## src/rtl/conv_loop_scheduler_pkg.sv

```systemverilog
// Shared types for the convolution loop scheduler: FSM states, stride
// modes and the stride-mode to shift mapping.
package conv_sched_pkg;

  typedef enum logic [1:0] {
    IDLE,
    RUN,
    DONE
  } state_e;

  typedef enum logic [1:0] {
    STRIDE_1    = 2'd0,
    STRIDE_2    = 2'd1,
    STRIDE_4    = 2'd2,
    STRIDE_RSVD = 2'd3
  } stride_mode_e;

  // log2 of the spatial step; the reserved mode behaves as step 1
  function automatic logic [1:0] stride_shift(input stride_mode_e mode);
    logic [1:0] sh;
    sh = 2'd0;
    case (mode)
      STRIDE_2: sh = 2'd1;
      STRIDE_4: sh = 2'd2;
      default:  sh = 2'd0;
    endcase
    return sh;
  endfunction

endpackage

```

## src/rtl/conv_loop_scheduler_wrap_counter.sv

```systemverilog
// One loop level: adds step on enable and wraps to zero once the next
// value would reach limit. wrap is combinational so levels chain in one cycle.
module wrap_counter #(
  parameter int unsigned WIDTH = 1
) (
  input  logic             clk,
  input  logic             rst_i,
  input  logic             enable_i,
  input  logic [2:0]       step_i,
  input  logic [WIDTH:0]   limit_i,
  output logic [WIDTH-1:0] value_o,
  output logic             wrap_o
);

  localparam int unsigned SW = WIDTH + 3;

  logic [WIDTH-1:0] value_q, value_d;
  logic [SW-1:0]    sum;

  assign sum     = SW'(value_q) + SW'(step_i);
  assign wrap_o  = enable_i && (sum >= SW'(limit_i));
  assign value_o = value_q;

  // next value: advance or wrap only when enabled
  always_comb begin
    value_d = value_q;
    if (enable_i) begin
      value_d = wrap_o ? '0 : sum[WIDTH-1:0];
    end
  end

  // counter register with synchronous reset
  always_ff @(posedge clk) begin
    if (rst_i) begin
      value_q <= '0;
    end else begin
      value_q <= value_d;
    end
  end

endmodule

```

## src/rtl/conv_loop_scheduler.sv

```systemverilog
// Convolution loop scheduler: walks y, x, co, ci, ky, kx (outer to inner)
// under a valid/ready handshake and flags accumulator first/last terms.
module conv_loop_scheduler
  import conv_sched_pkg::*;
#(
  parameter int unsigned FEATURE_MAP_WIDTH  = 1024,
  parameter int unsigned FEATURE_MAP_HEIGHT = 1024,
  parameter int unsigned INPUT_NB_CHANNELS  = 64,
  parameter int unsigned OUTPUT_NB_CHANNELS = 64,
  parameter int unsigned KERNEL_SIZE        = 3,
  localparam int unsigned XW  = (FEATURE_MAP_WIDTH  > 1) ? $clog2(FEATURE_MAP_WIDTH)  : 1,
  localparam int unsigned YW  = (FEATURE_MAP_HEIGHT > 1) ? $clog2(FEATURE_MAP_HEIGHT) : 1,
  localparam int unsigned KW  = (KERNEL_SIZE        > 1) ? $clog2(KERNEL_SIZE)        : 1,
  localparam int unsigned CIW = (INPUT_NB_CHANNELS  > 1) ? $clog2(INPUT_NB_CHANNELS)  : 1,
  localparam int unsigned COW = (OUTPUT_NB_CHANNELS > 1) ? $clog2(OUTPUT_NB_CHANNELS) : 1
) (
  input  logic           clk,
  input  logic           rst_in,
  input  logic           start,
  input  logic [1:0]     conv_stride_mode,
  output logic           running,
  output logic           done,
  output logic           step_valid,
  input  logic           step_ready,
  output logic [XW-1:0]  x,
  output logic [YW-1:0]  y,
  output logic [KW-1:0]  kx,
  output logic [KW-1:0]  ky,
  output logic [CIW-1:0] ci,
  output logic [COW-1:0] co,
  output logic           first_acc,
  output logic           last_acc,
  output logic [XW-1:0]  out_x,
  output logic [YW-1:0]  out_y
);

  localparam logic [XW:0]    X_LIM   = (XW+1)'(FEATURE_MAP_WIDTH);
  localparam logic [YW:0]    Y_LIM   = (YW+1)'(FEATURE_MAP_HEIGHT);
  localparam logic [KW:0]    K_LIM   = (KW+1)'(KERNEL_SIZE);
  localparam logic [CIW:0]   CI_LIM  = (CIW+1)'(INPUT_NB_CHANNELS);
  localparam logic [COW:0]   CO_LIM  = (COW+1)'(OUTPUT_NB_CHANNELS);
  localparam logic [KW-1:0]  K_LAST  = KW'(KERNEL_SIZE - 1);
  localparam logic [CIW-1:0] CI_LAST = CIW'(INPUT_NB_CHANNELS - 1);

  state_e       state_q, state_d;
  stride_mode_e stride_q, stride_d;

  logic       hs;
  logic [1:0] shift;
  logic [2:0] xy_step;
  logic       kx_wrap, ky_wrap, ci_wrap, co_wrap, x_wrap, y_wrap;

  assign hs      = step_valid & step_ready;
  assign shift   = stride_shift(stride_q);
  assign xy_step = 3'd1 << shift;

  // Each level is enabled by the wrap of the level inside it; the outermost
  // wrap therefore marks the handshake on the final index of the pass.
  wrap_counter #(.WIDTH(KW)) u_kx (
    .clk(clk), .rst_i(rst_in), .enable_i(hs), .step_i(3'd1),
    .limit_i(K_LIM), .value_o(kx), .wrap_o(kx_wrap)
  );
  wrap_counter #(.WIDTH(KW)) u_ky (
    .clk(clk), .rst_i(rst_in), .enable_i(kx_wrap), .step_i(3'd1),
    .limit_i(K_LIM), .value_o(ky), .wrap_o(ky_wrap)
  );
  wrap_counter #(.WIDTH(CIW)) u_ci (
    .clk(clk), .rst_i(rst_in), .enable_i(ky_wrap), .step_i(3'd1),
    .limit_i(CI_LIM), .value_o(ci), .wrap_o(ci_wrap)
  );
  wrap_counter #(.WIDTH(COW)) u_co (
    .clk(clk), .rst_i(rst_in), .enable_i(ci_wrap), .step_i(3'd1),
    .limit_i(CO_LIM), .value_o(co), .wrap_o(co_wrap)
  );
  wrap_counter #(.WIDTH(XW)) u_x (
    .clk(clk), .rst_i(rst_in), .enable_i(co_wrap), .step_i(xy_step),
    .limit_i(X_LIM), .value_o(x), .wrap_o(x_wrap)
  );
  wrap_counter #(.WIDTH(YW)) u_y (
    .clk(clk), .rst_i(rst_in), .enable_i(x_wrap), .step_i(xy_step),
    .limit_i(Y_LIM), .value_o(y), .wrap_o(y_wrap)
  );

  // next-state, stride latch and status outputs
  always_comb begin
    state_d    = state_q;
    stride_d   = stride_q;
    running    = 1'b0;
    done       = 1'b0;
    step_valid = 1'b0;
    case (state_q)
      IDLE: begin
        if (start) begin
          state_d  = RUN;
          stride_d = stride_mode_e'(conv_stride_mode);
        end
      end
      RUN: begin
        running    = 1'b1;
        step_valid = 1'b1;
        if (y_wrap) begin
          state_d = DONE;
        end
      end
      DONE: begin
        running = 1'b1;
        done    = 1'b1;
        state_d = IDLE;
      end
      default: state_d = IDLE;
    endcase
  end

  // state and latched stride registers; reset overrides a coincident start
  always_ff @(posedge clk) begin
    if (rst_in) begin
      state_q  <= IDLE;
      stride_q <= STRIDE_1;
    end else begin
      state_q  <= state_d;
      stride_q <= stride_d;
    end
  end

  assign first_acc = (ci == '0) && (ky == '0) && (kx == '0);
  assign last_acc  = (ci == CI_LAST) && (ky == K_LAST) && (kx == K_LAST);
  assign out_x     = x >> shift;
  assign out_y     = y >> shift;

endmodule
```

## config.mk

```make
export PLATFORM = sky130hd
export DESIGN_NAME = conv_loop_scheduler
export DESIGN_NICKNAME = d
export VERILOG_FILES = /design/src/rtl/conv_loop_scheduler_pkg.sv /design/src/rtl/conv_loop_scheduler_wrap_counter.sv /design/src/rtl/conv_loop_scheduler.sv
export SDC_FILE = /design/constraint.sdc
export NUM_CORES = 1
export LEC_CHECK = 0
export ABC_AREA = 0
export CORE_MARGIN = 2
export CORE_UTILIZATION = 40
export DETAILED_ROUTE_END_ITERATION = 12
export GPL_TIMING_DRIVEN = 0
export PLACE_DENSITY = 0.77
export SYNTH_ARGS = -nofsm -noshare
export SYNTH_HDL_FRONTEND = slang
export SYNTH_SLANG_ARGS = --single-unit
```

## constraint.sdc

```tcl
create_clock -name clk -period 3.98 [get_ports clk]
set_clock_uncertainty 0.1 [all_clocks]
set_input_delay 0.796 -clock clk [delete_from_list [all_inputs] [get_ports clk]]
set_output_delay 0.796 -clock clk [all_outputs]
set_load 0.01 [all_outputs]
```

==> results.ini, run 1 <==
[setup_path]
crit_fanout=19
worstSetupPathType=flip-flop to output port
crit_path_end=out_y[2]
cp.arrival_ns=2.69
endpoint_kind=output port
start_kind=flip-flop
timing.rr.end=u_y.value_o[2]
rr_worst_depth=13
crit_path_cell_trace=inv_1 > ha_1 > buf_2 > clkbuf_4 > mux4_2 > clkdlybuf4s50_1
crit_path_start=stride_q[1]
reg2reg_setup_slack_ns=0.44
crit_slowest_cell=mux4_2
cpPeakStageDelay_ns=0.53
worstPathRequired_ns=3.08
timing.rr.start=stride_q[1]

[sta]
slew-limit-headroom_pct=58.2
worst_pin_slew_ns=0.623
finalCritPeriodShare_pct=90.1
maxSlewViolCount=0
hold_ws_ns=0.398
final-hold-violation-count=0
min_period_ns=3.59
rsz0062_at_grt=false
finalSetupViolations=0
fmax_ghz=0.279
setup_slack_ns=0.393
setup_tns_ns=0

[floorplanning]
ioPinCount=67
die_width_um=88.1
design.core.area_um2=6830
design.die.area_um2=7760
start_util_pct=41.4
rows=30
die_h_um=88.1

[cells_and_area]
final_cell_area_um2=3720
area_delta_synth_final_pct=31.3
postLayoutCoreUtil_pct=54.4
layout-drive-gt1-share_pct=8.19
num_antenna_cells=0
final_nets=430

[outcome]
outcome=finished, final reports clean

[power]
p_int_uw=702
clockPowerShare_pct=34.0
seq_power_share_pct=43.6
p_sw_share_pct=27.9
pwr_density_cell_nw_per_um2=262
irDropWorstVdd_mv=0.140
p_leak_uw=0.00133
p_comb_share_pct=22.4
p_sw_uw=271

[global_routing]
antenna_found_initial=0
grt_max_degree=20
grt.total_usage_pct=20.2
grt_pass1_vias=2598
grt.overflow.total=0
grt_first_pass_wirelength_um=12400

[synth]
netlist_area_um2=2830
yosysSeqAreaShare_pct=28.3
synthArstFlopShare_pct=0
syn_inst=330
syn-num-nets=358
ys.flop_type=dfxtp_1
netlist-cell-type-count=52
avgSynthCellArea_um2=8.58
yosys_register_bits=40
synth_edf_count=0
yosysWarnings=0

[routing]
route.detailed.drc=0
drtPass1Iterations=5
viasPerCell=5.57
finalWirelength_um=7460
dr.first_iter.drc_count=142
antenna_left=0
num_vias=2780
wl_per_cell_um=15.0

[clock_network]
ctsRootBufferMaster=clkbuf_8
tritoncts.num_buffers=5
cts_tree=built
clkLatencyLatePin_ns=0.30
htree_num_levels=2
cts_hold_buf=0
clockBufferDepth=2
cts.sinks=40
cts_resized=0
clk_pin_slew_ns=0.07
post_cts_buffers=0

[placed_design]
place_area_um2=3610
pre_cts_ws_ns=0.0515
gp_congestion=0.949
io_buffer_count=66
hpwl_um=5550

[job]
max_cap_violations=0

[worst_hold_path]
hold_class=flip-flop to flip-flop

==> metal layers <==
layer,track usage (%),vias up,wire length [um]
met2,33.1,102,3510
met4,6.47,0,114
met5,0,-,0
met1,26.9,1327,3370
met3,3.77,10,470
li1,-,1341,-
==> layout by cell type (no fill, tap or decap), types with 3 or more instances in the layout <==
master | Yosys | final
nand3_1 | 14 | 14
nand2b_1 | 3 | 3
and3_1 | 5 | 5
ha_1 | 22 | 22
or4_1 | 6 | 6
nand4_1 | 10 | 10
and2_1 | 3 | 3
a31oi_1 | 4 | 4
mux2i_1 | 9 | 9
a21oi_1 | 22 | 22
o31ai_1 | 3 | 3
dfxtp_1 | 40 | 40
a211o_1 | 3 | 3
nor2_1 | 22 | 22
nand2_1 | 28 | 28
nor3_1 | 14 | 14
mux4_2 | 10 | 10
xnor2_1 | 10 | 10
a211oi_1 | 6 | 6
o211ai_1 | 3 | 3
clkdlybuf4s50_1 | 0 | 66
inv_1 | 16 | 16
buf_2 | 8 | 7
o21ai_0 | 7 | 7
clkbuf_1 | 11 | 12
xor2_1 | 10 | 10
nor2b_1 | 9 | 9
clkbuf_8 | 0 | 5
==> worst min path at each step <==
stage           startpoint          end  cells past startpoint
6_report        state_q[0]   state_q[0]                      2
2_1_floorplan   state_q[0]   state_q[0]                      2
3_3_place_gp    state_q[0]   state_q[0]                      2
4_1_cts         state_q[0]   state_q[0]                      2
3_5_place_dp    state_q[0]   state_q[0]                      2
5_1_grt        stride_q[1]  stride_q[1]                      2
==> metrics by stage <==
step / power, uW / cells
after floorplan: 569 / 330
after global placement: 645 / 492
after detailed placement: 651 / 492
after CTS: 978 / 499
after global routing: 1020 / 499
final: 973 / 499
==> sequential cells by signal, summed over array words and instances, names as in the netlist <==
register / flops
state_q: 2
stride_q: 2
u_ci.value_o: 6
u_co.value_o: 6
u_kx.value_o: 2
u_ky.value_o: 2
u_x.value_o: 10
u_y.value_o: 10
==> cells in the mapped netlist, drive strengths merged (4+ instances only) <==
cell type  instances  area, um^2
dfxtp             40         801
nand2             28         105
a21oi             22         110
ha                22         275
nor2              22        82.6
inv               16        60.1
nand3             14        70.1
nor3              14        70.1
nand4             12        87.6
buf               11        51.3
clkbuf            11        41.3
mux4              10         225
xnor2             10        87.6
xor2              10        87.6
mux2i              9        90.1
nor2b              9        56.3
o21ai              8        40.0
a211oi             6        45.0
or4                6        45.0
and3               5        31.3
a31oi              4        25.0
and2               4        25.0
==> critical path: cells and delay by family, from the launching register on <==
kind       cells  cell delay, ns
flops          1            0.34
fa+ha+maj      1            0.21
buf+inv        4            1.30
mux            1            0.53
==> power groups by stage <==
stage	registers, uW	logic [uW]	clock network, uW
floorplan	433	137	0
global placement	432	213	0
detailed placement	433	218	0
CTS	424	219	336
global route	425	244	354
finish	424	218	331
==> cell families after synthesis <==
| family | count (synthesis) | share of synthesized area [%] |
|---|---|---|
| AND/OR/NAND/NOR | 130 | 25.2 |
| flip-flops | 40 | 28.3 |
| XOR/XNOR | 20 | 6.19 |
| buffers and inverters | 38 | 5.39 |
| AO/OA/AOI/OAI | 61 | 14.1 |
| multiplexers | 19 | 11.1 |
| adder cells (fa/ha/maj) | 22 | 9.73 |
==> area by class of cell <==
class                   count  area (um^2)
plain buffers              21         91.3
clock buffers               6         72.6
clock inverters             2         35.0
fillers                   655         3110
inverters                  16         60.1
multi-input cells         252         1880
flip-flops and latches     40          801
well taps                  96          120
repair buffers             66          661
Note: power is estimated with default switching activity, not from simulation.
==> inputs of run 2 (changes only) <==
- CORE_MARGIN: 2 -> 1
==> run 2 against run 1 <==
Sequential share of layout area fell by 0.065 points. Highest routed layer unchanged. Register-to-register slack got worse by 0.09 ns. Core utilization rose by 0.16 points. Largest power group unchanged. Critical path type unchanged.
==> results.ini, run 2 (same netlist as run 1, synthesis figures left out) <==
[routing]
drtPass1Iterations=5  ; unchanged
dr.first_iter.drc_count=148  ; +4.2%
drt-met1-wl_um=3310  ; -1.6%
dr_wl_met3_um=521  ; +11%
viasPerCell=5.59  ; +0.36%
finalWirelength_um=7290  ; -2.4%
wl_per_cell_um=14.6  ; -2.4%
routed.top_layer=met4
antenna_left=0  ; unchanged
route.detailed.drc=0  ; unchanged
num_vias=2790  ; +0.36%
met2_length_um=3350  ; -4.7%

[placed_design]
pre_cts_ws_ns=-0.0299  ; -0.0814 ns
hpwl_um=5440  ; -2.0%
place_area_um2=3610  ; unchanged
io_buffer_count=66  ; unchanged
gp_congestion=0.904  ; -4.7%
dp.cells=492  ; unchanged

[cells_and_area]
num_antenna_cells=0  ; unchanged
layout-drive-gt1-share_pct=8.44  ; +0.25 points
multi_input_area_um2=1880  ; unchanged
final_cell_mix=clkdlybuf4s50_1 (66), dfxtp_1 (40), nand2_1 (28)
final_cell_area_um2=3730  ; +0.30%
fill_cells=657  ; +0.31%
final_common_cell=clkdlybuf4s50_1
fin_cells=499  ; unchanged
seq_area_um2=801  ; unchanged
area_delta_synth_final_pct=31.7
postLayoutCoreUtil_pct=54.6  ; +0.16 points
final_nets=430  ; unchanged

[global_routing]
grt.overflow.total=0  ; unchanged
grt.total_usage_pct=19.8  ; -0.40 points
grt_pass1_vias=2461  ; -5.3%
grt_max_degree=20  ; unchanged
antenna_found_initial=0  ; unchanged
grt_first_pass_wirelength_um=11800  ; -5.4%

[setup_path]
start_kind=flip-flop
crit_top_cell=buf_2
crit_slowest_cell=mux4_2
endpoint_kind=output port
crit_fanout=19  ; unchanged
crit_path_cell_trace=inv_1 > ha_1 > buf_2 > buf_2 > mux4_2 > clkdlybuf4s50_1
worstSetupPathType=flip-flop to output port
cpPeakStageDelay_ns=0.56  ; +0.03 ns
worstPathRequired_ns=3.08  ; about the same
cp.arrival_ns=2.74  ; +0.05 ns

[clock_network]
clkLatencyLatePin_ns=0.30  ; about the same
cts.sinks=40  ; unchanged
clk_pin_slew_ns=0.07  ; about the same
post_cts_buffers=0  ; unchanged
tritoncts.num_buffers=5  ; unchanged
cts_tree=built
cts_resized=0  ; unchanged
ctsRootBufferMaster=clkbuf_8
cts_hold_buf=0  ; unchanged
htree_num_levels=2  ; unchanged
clockBufferDepth=2  ; unchanged

[floorplanning]
rows=30  ; unchanged
start_util_pct=41.4  ; unchanged
design.core.area_um2=6830  ; unchanged
design.die.area_um2=7420  ; -4.5%
die_width_um=86.1  ; -2.3%
ioPinCount=67  ; unchanged
die_h_um=86.1  ; -2.3%

[sta]
maxSlewViolCount=0  ; unchanged
finalCritPeriodShare_pct=91.3  ; +1.2 points
final-hold-violation-count=0  ; unchanged
finalSetupViolations=0  ; unchanged
setup_slack_ns=0.346  ; -0.0467 ns
slew-limit-headroom_pct=57.5  ; -0.75 points
min_period_ns=3.63  ; +0.0467 ns
rsz0062_at_grt=false
worst_pin_slew_ns=0.634  ; +0.0112 ns
fmax_ghz=0.275  ; -1.3%

[power]
irDropWorstVdd_mv=0.163  ; +16%
power_uw=1000  ; +2.9%
p_leak_uw=0.00134  ; +0.50%
pwr_density_cell_nw_per_um2=268  ; +2.5%

[job]
max_cap_violations=0  ; unchanged

[worst_hold_path]
hold_class=flip-flop to flip-flop

[outcome]
outcome=finished, final reports clean

run 2: worst paths after layout:
| check | cells past startpoint | to | slack (ns) | start |
|---|---|---|---|---|
| setup / recovery | 6 | out_y[2] | 0.35 | stride_q[1] |
| hold / removal | 2 | state_q[0] | 0.39 | state_q[0] |
| setup reg to reg | 13 | u_y.value_o[2] | 0.35 | stride_q[1] |
| hold reg to reg | 2 | state_q[0] | 0.39 | state_q[0] |
run 2: final cells by class:
cell class	instances	area share, %
clock inverters	2	1.04
inverters	16	1.61
repair buffers	66	17.7
multi-input cells	252	50.3
plain buffers	21	2.38
clock buffers	6	2.21
flip-flops and latches	40	21.5
well taps	96	3.22
run 2: per-layer routing:
metal	vias up	global-route usage (%)
li1	1344	-
met2	125	32.7
met1	1308	25.7
met5	-	0
met4	0	6.52
met3	13	4.04
run 2: through the flow:
stage	TNS, ns	hold WS, ns
global route	0	0.413
CTS	0	0.387
detailed placement	-0.0299	0.375
finish	0	0.390
floorplan	0	0.352
global placement	0	0.369
run 2: report_power, final:
part	total (uW)	internal [uW]	switching, uW
clock	361	205	155
sequential	424	412	11.9
combinational	217	103	113
total	1000	720	281
run 2: worst max-delay path, delay by kind of cell (launching register included):
kind                       cells  cell delay, ns
DFF                            1            0.34
adders and majority gates      1            0.19
buffers and inverters          4            1.35
muxes                          1            0.56
==> inputs of run 3 (changes only) <==
- PLACE_DENSITY: 0.77 -> 0.66
- clock period: 3.98 -> 4.6 ns (I/O delays scaled with it)
==> run 3 against run 2 <==
Sequential power shrank 14%. Sequential cell count is the same. Sequential share of layout area grew 0.058 points. Die area is the same. Worst setup slack gained 0.17 ns. Core utilization shrank 0.15 points. Register-to-register slack gained 0.17 ns.
==> results.ini, run 3 (same netlist as run 1, synthesis figures left out) <==
[cells_and_area]
fill_cells=658  ; +0.15%
layout-drive-gt1-share_pct=8.17  ; -0.27 points
final_cell_mix=clkdlybuf4s50_1 (66), dfxtp_1 (40), nand2_1 (28)
seq_area_um2=801  ; unchanged
multi_input_area_um2=1880  ; unchanged
fin_cells=500  ; +0.20%
final_common_cell=clkdlybuf4s50_1
postLayoutCoreUtil_pct=54.4  ; -0.15 points
final_nets=431  ; +0.23%
area_delta_synth_final_pct=31.4
num_antenna_cells=0  ; unchanged

[placed_design]
io_buffer_count=66  ; unchanged
gp_congestion=0.828  ; -8.3%
hpwl_um=5390  ; -0.83%
dp.cells=492  ; unchanged

[setup_path]
crit_fanout=10  ; -9
reg2reg_setup_slack_ns=0.52  ; +0.17 ns
cp.arrival_ns=4.14  ; +1.40 ns
timing.rr.start=stride_q[1]
endpoint_kind=flip-flop
worstPathRequired_ns=4.66  ; +1.58 ns
start_kind=flip-flop
rr_worst_depth=14  ; +1
timing.rr.end=u_y.value_o[2]
worstSetupPathType=flip-flop to flip-flop

[sta]
min_period_ns=4.08
slew-limit-headroom_pct=54.6  ; -2.9 points
maxSlewViolCount=0  ; unchanged
fmax_ghz=0.245
finalSetupViolations=0  ; unchanged
finalCritPeriodShare_pct=88.7
setup_tns_ns=0  ; unchanged
worst_pin_slew_ns=0.677  ; +0.0437 ns
rsz0062_at_grt=false
final-hold-violation-count=0  ; unchanged

[power]
seq_power_share_pct=43.3  ; +1.0 points
p_sw_share_pct=28.2  ; +0.13 points
p_sw_uw=238  ; -15%
p_int_uw=607  ; -16%
p_leak_uw=0.00133  ; -0.38%
clockPowerShare_pct=34.3  ; -1.7 points
pwr_density_cell_nw_per_um2=227  ; -15%
power_uw=845  ; -16%
irDropWorstVdd_mv=0.152  ; -6.3%
p_comb_share_pct=22.4  ; +0.8 points

[routing]
drtPass1Iterations=4  ; -1
finalWirelength_um=7400  ; +1.6%
viasPerCell=5.45  ; -2.6%
num_vias=2724  ; -2.4%
dr.first_iter.drc_count=129  ; -13%
wl_per_cell_um=14.8  ; +1.4%
route.detailed.drc=0  ; unchanged
antenna_left=0  ; unchanged

[floorplanning]
design.die.area_um2=7420  ; unchanged
ioPinCount=67  ; unchanged
design.core.area_um2=6830  ; unchanged
die_width_um=86.1  ; unchanged
die_h_um=86.1  ; unchanged
rows=30  ; unchanged
start_util_pct=41.4  ; unchanged

[global_routing]
grt.overflow.total=0  ; unchanged
grt_pass1_vias=2449  ; -0.49%
grt.total_usage_pct=20.8  ; +1.0 points
antenna_found_initial=0  ; unchanged
grt_first_pass_wirelength_um=12300  ; +4.8%
grt_max_degree=13  ; -35%

[clock_network]
clk_pin_slew_ns=0.07  ; about the same
clockBufferDepth=2  ; unchanged
ctsRootBufferMaster=clkbuf_8
cts.sinks=40  ; unchanged
htree_num_levels=2  ; unchanged
tritoncts.num_buffers=5  ; unchanged
cts_hold_buf=0  ; unchanged
clkLatencyLatePin_ns=0.30  ; about the same
cts_resized=0  ; unchanged
post_cts_buffers=0  ; unchanged
cts_tree=built

[outcome]
outcome=finished, final reports clean

[worst_hold_path]
whs_path_depth=2  ; unchanged
min-delay-start=state_q[0]
hold_class=flip-flop to flip-flop
holdPathEnd=state_q[0]

[job]
max_cap_violations=0  ; unchanged

-- run 3: critical path: stages (launching register included) --
cell	delay (ns)
dfxtp_1	0.34
inv_1	0.09
ha_1	0.21
buf_2	0.31
buf_2	0.30
buf_1	0.49
xor2_1	0.20
ha_1	0.16
a21oi_1	0.06
o21ai_1	0.44
nand4_2	0.36
buf_2	0.30
clkbuf_1	0.27
o21ai_0	0.22
a21oi_1	0.08
-- run 3: worst max path at each step --
stage | start | to | slack (ns) | depth (start not counted)
floorplan | stride_q[1] | u_y.value_o[2] | 1.39 | 14
global placement | stride_q[1] | u_y.value_o[2] | 0.60 | 14
detailed placement | stride_q[1] | u_y.value_o[2] | 0.51 | 14
CTS | stride_q[1] | u_y.value_o[2] | 0.50 | 14
global route | stride_q[1] | u_y.value_o[2] | 0.15 | 14
finish | stride_q[1] | u_y.value_o[2] | 0.52 | 14
-- run 3: layout make-up --
cell class | instances | area share, %
plain buffers | 22 | 2.49
flip-flops and latches | 40 | 21.5
multi-input cells | 252 | 50.5
well taps | 96 | 3.23
inverters | 16 | 1.62
repair buffers | 66 | 17.8
clock inverters | 2 | 0.942
clock buffers | 6 | 1.95
-- run 3: metrics by stage --
stage	worst slack, ns	hold WS (ns)	area (um^2)
2_1_floorplan	1.39	0.352	2830
3_3_place_gp	0.595	0.370	3610
3_5_place_dp	0.512	0.375	3610
4_1_cts	0.503	0.399	3720
5_1_grt	0.155	0.448	3720
6_report	0.519	0.399	3720
-- run 3: power by group through the flow --
stage,Combinational [uW],Clock [uW],Sequential [uW]
3_5_place_dp,189,0,374
5_1_grt,212,313,368
3_3_place_gp,187,0,374
4_1_cts,190,294,366
6_report,189,290,366
2_1_floorplan,118,0,375
-- run 3: routing by layer --
metal  vias to the layer above  track usage, %  part of all wire (%)
met3                         7            4.43                   6.8
met5                         -               0                     0
met1                      1278            29.2                    47
met2                        93            32.3                    45
li1                       1346               -                     -
met4                         0            5.45                   1.5
